## config.mk

```make
export PLATFORM = sky130hd
export DESIGN_NAME = br_predictor_flat
export DESIGN_NICKNAME = d
export VERILOG_FILES = /design/src/rtl/br_predictor_if.sv /design/src/rtl/br_predictor.sv /design/src/flat_wrapper.sv
export SDC_FILE = /design/constraint.sdc
export NUM_CORES = 1
export LEC_CHECK = 0
export BUFFER_PORTS_ARGS = -buffer_cell sky130_fd_sc_hd__clkbuf_2
export CORE_MARGIN = 2
export CORE_UTILIZATION = 50
export DETAILED_ROUTE_END_ITERATION = 7
export HOLD_SLACK_MARGIN = 0.03
export PLACE_DENSITY = 0.66
export SLEW_MARGIN = 10
export SYNTH_ARGS = -nofsm -noshare
export SYNTH_HDL_FRONTEND = slang
export SYNTH_SLANG_ARGS = --single-unit
```

## constraint.sdc

```tcl
create_clock -name clk -period 3.67 [get_ports clk]
set_clock_uncertainty 0.05 [all_clocks]
set_input_delay 0.1835 -clock clk [delete_from_list [all_inputs] [get_ports clk]]
set_output_delay 0.1835 -clock clk [all_outputs]
set_load 0.02 [all_outputs]
```

## src/rtl/br_predictor_if.sv

```systemverilog
// Fetch-lookup and execute-resolve signal bundle for the branch predictor.
// The master side is the pipeline; the slave side is the predictor.
interface br_predictor_if #(
    parameter int DATAW = 32
);
    logic [DATAW-1:0] if_pc;
    logic             pred_taken;
    logic [DATAW-1:0] pred_target;
    logic             ex_valid;
    logic             ex_is_branch;
    logic [DATAW-1:0] ex_pc;
    logic [DATAW-1:0] ex_target;
    logic             ex_taken;
    logic             ex_pred_taken;
    logic [DATAW-1:0] ex_pred_target;
    logic             mispredict;
    logic [DATAW-1:0] redirect_pc;
    logic [DATAW-1:0] br_count;
    logic [DATAW-1:0] miss_count;

    modport master (
        output if_pc, ex_valid, ex_is_branch, ex_pc, ex_target,
               ex_taken, ex_pred_taken, ex_pred_target,
        input  pred_taken, pred_target, mispredict, redirect_pc,
               br_count, miss_count
    );

    modport slave (
        input  if_pc, ex_valid, ex_is_branch, ex_pc, ex_target,
               ex_taken, ex_pred_taken, ex_pred_target,
        output pred_taken, pred_target, mispredict, redirect_pc,
               br_count, miss_count
    );
endinterface

```

## src/rtl/br_predictor.sv

```systemverilog
// Direct-mapped BTB with 2-bit saturating direction counters, combinational
// fetch lookup, execute-stage update, mispredict/redirect and perf counters.
module br_predictor #(
    parameter int DATAW   = 32,
    parameter int ENTRIES = 16
) (
    input logic         clk,
    input logic         rst,
    br_predictor_if.slave bp
);
    localparam int IDXW = $clog2(ENTRIES);
    localparam int TAGW = DATAW - IDXW - 2;

    logic [ENTRIES-1:0] valid;
    logic [1:0]         ctr     [ENTRIES];
    logic [TAGW-1:0]    tag_mem [ENTRIES];
    logic [DATAW-1:0]   tgt_mem [ENTRIES];

    logic [IDXW-1:0] if_idx;
    logic [TAGW-1:0] if_tag;
    logic            if_hit;
    logic [IDXW-1:0] ex_idx;
    logic [TAGW-1:0] ex_tag;
    logic            ex_hit;
    logic            upd;

    always_comb begin
        if_idx = bp.if_pc[IDXW+1:2];
        if_tag = bp.if_pc[DATAW-1:IDXW+2];
        if_hit = valid[if_idx] && (tag_mem[if_idx] == if_tag);
        bp.pred_taken  = if_hit && ctr[if_idx][1];
        bp.pred_target = bp.pred_taken ? tgt_mem[if_idx] : '0;
    end

    always_comb begin
        upd    = bp.ex_valid && bp.ex_is_branch;
        ex_idx = bp.ex_pc[IDXW+1:2];
        ex_tag = bp.ex_pc[DATAW-1:IDXW+2];
        ex_hit = valid[ex_idx] && (tag_mem[ex_idx] == ex_tag);
        bp.mispredict = upd && ((bp.ex_taken != bp.ex_pred_taken) ||
                        (bp.ex_taken && bp.ex_pred_taken &&
                         (bp.ex_target != bp.ex_pred_target)));
        bp.redirect_pc = bp.ex_taken ? bp.ex_target : bp.ex_pc + DATAW'(4);
    end

    always_ff @(posedge clk or posedge rst) begin
        if (rst) begin
            valid <= '0;
            for (int unsigned i = 0; i < ENTRIES; i++) begin
                ctr[i] <= 2'b01;
            end
        end else if (upd) begin
            if (ex_hit) begin
                if (bp.ex_taken) begin
                    ctr[ex_idx] <= (ctr[ex_idx] == 2'b11) ? 2'b11 : ctr[ex_idx] + 2'd1;
                end else begin
                    ctr[ex_idx] <= (ctr[ex_idx] == 2'b00) ? 2'b00 : ctr[ex_idx] - 2'd1;
                end
            end else if (bp.ex_taken) begin
                valid[ex_idx] <= 1'b1;
                ctr[ex_idx]   <= 2'b10;
            end
        end
    end

    // Tag/target need no reset; a taken resolution writes both whether it hits
    // (tag unchanged) or allocates.
    always_ff @(posedge clk) begin
        if (!rst && upd && bp.ex_taken) begin
            tag_mem[ex_idx] <= ex_tag;
            tgt_mem[ex_idx] <= bp.ex_target;
        end
    end

    always_ff @(posedge clk or posedge rst) begin
        if (rst) begin
            bp.br_count   <= '0;
            bp.miss_count <= '0;
        end else begin
            if (upd) begin
                bp.br_count <= bp.br_count + DATAW'(1);
            end
            if (bp.mispredict) begin
                bp.miss_count <= bp.miss_count + DATAW'(1);
            end
        end
    end
endmodule

```

## src/flat_wrapper.sv

```systemverilog
// flat-port wrapper written by rule: the top's interface ports become plain ports
module br_predictor_flat 
#(
    parameter int DATAW   = 32,
    parameter int ENTRIES = 16
)
  (clk, rst, bp_if_pc, bp_ex_valid, bp_ex_is_branch, bp_ex_pc, bp_ex_target, bp_ex_taken, bp_ex_pred_taken, bp_ex_pred_target, bp_pred_taken, bp_pred_target, bp_mispredict, bp_redirect_pc, bp_br_count, bp_miss_count);
  br_predictor_if #(.DATAW(DATAW)) bp_i ();
  input logic clk;
  input logic rst;
  input wire logic [$bits(bp_i.if_pc)-1:0] bp_if_pc;
  input wire logic [$bits(bp_i.ex_valid)-1:0] bp_ex_valid;
  input wire logic [$bits(bp_i.ex_is_branch)-1:0] bp_ex_is_branch;
  input wire logic [$bits(bp_i.ex_pc)-1:0] bp_ex_pc;
  input wire logic [$bits(bp_i.ex_target)-1:0] bp_ex_target;
  input wire logic [$bits(bp_i.ex_taken)-1:0] bp_ex_taken;
  input wire logic [$bits(bp_i.ex_pred_taken)-1:0] bp_ex_pred_taken;
  input wire logic [$bits(bp_i.ex_pred_target)-1:0] bp_ex_pred_target;
  output wire logic [$bits(bp_i.pred_taken)-1:0] bp_pred_taken;
  output wire logic [$bits(bp_i.pred_target)-1:0] bp_pred_target;
  output wire logic [$bits(bp_i.mispredict)-1:0] bp_mispredict;
  output wire logic [$bits(bp_i.redirect_pc)-1:0] bp_redirect_pc;
  output wire logic [$bits(bp_i.br_count)-1:0] bp_br_count;
  output wire logic [$bits(bp_i.miss_count)-1:0] bp_miss_count;
  assign bp_i.if_pc = bp_if_pc;
  assign bp_i.ex_valid = bp_ex_valid;
  assign bp_i.ex_is_branch = bp_ex_is_branch;
  assign bp_i.ex_pc = bp_ex_pc;
  assign bp_i.ex_target = bp_ex_target;
  assign bp_i.ex_taken = bp_ex_taken;
  assign bp_i.ex_pred_taken = bp_ex_pred_taken;
  assign bp_i.ex_pred_target = bp_ex_pred_target;
  assign bp_pred_taken = bp_i.pred_taken;
  assign bp_pred_target = bp_i.pred_target;
  assign bp_mispredict = bp_i.mispredict;
  assign bp_redirect_pc = bp_i.redirect_pc;
  assign bp_br_count = bp_i.br_count;
  assign bp_miss_count = bp_i.miss_count;
  br_predictor #(.DATAW(DATAW), .ENTRIES(ENTRIES)) u_core (.clk(clk), .rst(rst), .bp(bp_i));
endmodule
```

==> out/metrics.cfg <==
[outcome]
status = finished with violations
violations = negative setup slack

[sta]
rsz0062_at_grt = yes
finalWorstSetupSlack_ns = -0.196
fin_crit_sh_pct = 105
setup_viol = 33
worst_pin_slew_ns = 0.974
drv_slew = 0
hold_viol = 0
max_slew_margin_pct = 35.1
min_period_ns = 3.87
max_freq_mhz = 259

[die]
dieHeight_um = 308
ioPinCount = 264
die_x_um = 308
start_util_pct = 50.4
core-area_sq_mm = 0.0915
rows = 111
dieArea_sq_mm = 0.0946

[route]
drt_pass1_iterations = 7
viasPerCell = 6.40
wl_met3_mm = 12.4
routed.top_layer = met5
wl_mm = 132
dr_total_vias = 26900
wl_per_cell_um = 31.3
antenna_left = 0
drt_iter0_markers = 3503
drt-met1-wl_mm = 50.7
met2_wirelength_mm = 64.2
post-route-drc-count = 0

[clock_network]
cts_tree = yes
cts_made_buffers = 107
cts_root_buffer = clkbuf_16
htreeDepth = 3
clk_pin_slew_ns = 0.06
numClockSinks = 1040
clk_latency_ns = 0.69
clock_path_buffers = 3

[pwr]
ir_drop_mv = 0.427
p_seq_share_pct = 50.3
switching_share_pct = 22.8
power.density_mw_per_mm2 = 480
switchingPower_mw = 6.00
intPower_mw = 20.3
total_power_mw = 26.3
p_comb_share_pct = 9.0
p_clk_share_pct = 40.7
power.leakage_nw = 18.9

[finish]
final_cell_count_no_fill = 4203
drive_gt1_share_pct = 36.5
stdcell_area_sq_mm = 0.0547
syn2layout_area_growth_pct = 18.7
nets = 3064

[setup_path]
critPathCaptureType = primary output
cp_data_required_time_ns = 3.44
crit_type = reg -> out
crit_fanout = 8
arrival_ns = 3.63
startpoint_type = flop

[synth]
syn_area_per_cell_sq_um = 18.8
yosys-top-cells-area = edfxtp_1 60%, mux4_2 19%, dfrtp_1 5.2%
synth_top_area_share_pct = 60.5
async_reset_ff_share_pct = 10.8
syn-cell-area_sq_mm = 0.0461
ys_types = 55
synthesis.nets = 2599
synth_cells = 2458
synth_edf_count = 928
yosysSeqAreaShare_pct = 66.6
synth_top_area_cell = edfxtp_1
yosysWarningCount = 0
synth-main-ff-cell = edfxtp_1
ys_ff_latch = 1040

[place]
place_area_sq_mm = 0.0503
dp_hpwl_mm = 82.8
dp_cells = 3942
io_buffers = 261
post-place-ws_ns = -0.216
gp_congestion = 0.891

[min_path]
hp-class = in -> reg

[run]
drv_cap = 0

[global_routing]
grt_pass1_wl_mm = 190
grt_overflow = 0
grt_pass1_vias = 27100
grt_max_degree = 129
track_usage_pct = 28.0
antenna_found_initial = 8

-- synth_stat cells (all sizes together) (2+ instances only) --
cell	n
a211oi	3
a21o	2
a21oi	39
a221oi	8
a22o	8
a22oi	21
a31o	16
a31oi	4
and2	13
and3	47
and4	8
buf	65
clkbuf	93
dfrtp	96
dfstp	16
edfxtp	928
ha	7
inv	16
mux2	13
mux2i	86
mux4	381
nand2	123
nand2b	6
nand3	61
nand4	33
nor2	29
nor2b	38
nor3	10
nor4	15
o211ai	5
o21ai	45
o221ai	2
o22ai	5
o2bb2ai	16
o31ai	3
o41ai	3
xnor2	97
xor2	87
-- final cells by class --
class                      count  area (sq um)
timing repair buffer         514          4160
multi-input combinational   1244         14900
clock inverter                56           543
clock buffer                 144          2900
sequential                  1040         30700
inverter                      16          62.6
fill                        6595         36800
tap                         1186          1480
antenna                        3          7.51
-- kinds of logic after synthesis --
logic type	share of synthesized area (%)
fa+ha+maj	0.212
buf+inv	1.74
mux	20.8
xor+xnor	3.50
flops	66.6
simple gates	4.25
compound gates	2.89
-- through the flow --
step	utilization [%]	hold slack (ns)	TNS, ns
6_report	59.8	0.0670	-5.17
5_1_grt	59.8	0.0452	-7.65
4_1_cts	59.6	0.0356	-6.74
3_5_place_dp	54.9	0.422	-7.27
3_3_place_gp	54.9	0.413	-6.56
2_1_floorplan	-	0.232	0
-- sequential cells by signal, summed over array words and instances (netlist names) --
name,count
u_core.valid,16
u_core.tgt_mem,512
u_core.bp.br_count,32
u_core.ctr,32
u_core.tag_mem,416
u_core.bp.miss_count,32
-- path summary, 6_finish.rpt --
check | slack [ns] | cells past startpoint | to | start
max | -0.20 | 10 | bp_pred_target[2] | u_core.tag_mem[9][11]
min | 0.07 | 1 | u_core.tgt_mem[1][26] | bp_ex_target[26]
min reg2reg | 0.43 | 1 | u_core.ctr[18] | u_core.ctr[18]
max reg2reg | 0.09 | 11 | u_core.valid[6] | u_core.tag_mem[7][11]
min in group asynchronous | 0.29 | 3 | u_core.valid[8] | rst
max in group asynchronous | 2.21 | 4 | u_core.bp.br_count[30] | rst
-- critical path, cell delays in order (launching register included) --
cell,delay [ns]
edfxtp_1,0.41
mux4_2,0.48
mux4_2,0.54
xnor2_1,0.17
nand4_1,0.30
nor3_2,0.26
nand4_1,0.11
buf_6,0.18
clkbuf_16,0.21
nor2b_4,0.15
buf_8,0.12
-- routing by layer --
layer	track usage [%]	up-vias
met4	8.78	4
met3	5.32	247
li1	-	11000
met2	45.0	1509
met5	0	-
met1	39.1	14100
-- layout by cell type (no fill, tap or decap), drive strengths merged, types with 4 or more instances in the layout --
| master | n |
|---|---|
| dfrtp | 96 |
| and4 | 8 |
| a31oi | 4 |
| nand3 | 61 |
| a22o | 8 |
| and2 | 13 |
| mux4 | 381 |
| mux2i | 86 |
| o2bb2ai | 16 |
| a21oi | 39 |
| a221oi | 8 |
| nor3 | 10 |
| mux2 | 13 |
| nor2b | 38 |
| nand4 | 33 |
| nor2 | 29 |
| inv | 20 |
| a22oi | 21 |
| and3 | 47 |
| buf | 236 |
| nor4 | 15 |
| clkinvlp | 5 |
| o22ai | 5 |
| clkinv | 38 |
| a31o | 16 |
| xor2 | 87 |
| nand2 | 123 |
| xnor2 | 97 |
| o211ai | 5 |
| dfstp | 16 |
| o21ai | 45 |
| bufinv | 9 |
| dlygate4sd3 | 52 |
| nand2b | 6 |
| edfxtp | 928 |
| clkbuf | 370 |
| ha | 7 |
-- power by group through the flow --
stage	sequential, mW	clock (mW)	combinational [mW]
2_1_floorplan	13.5	0	1.27
3_3_place_gp	13.4	0	2.25
3_5_place_dp	13.4	0	2.30
4_1_cts	13.2	10.8	2.36
5_1_grt	13.2	11.3	2.50
6_report	13.2	10.7	2.37
-- timing repair --
action / in CTS / in global routing
endpoints found under the setup margin: 36 / 35
gates cloned: 1 / 1
setup buffers: 3 / 1
hold endpoints to repair: 804 / 0
resized for setup: 66 / 71
hold buffers: 52 / 0
pin swaps: 4 / 4
(Power assumes the default switching activity.)
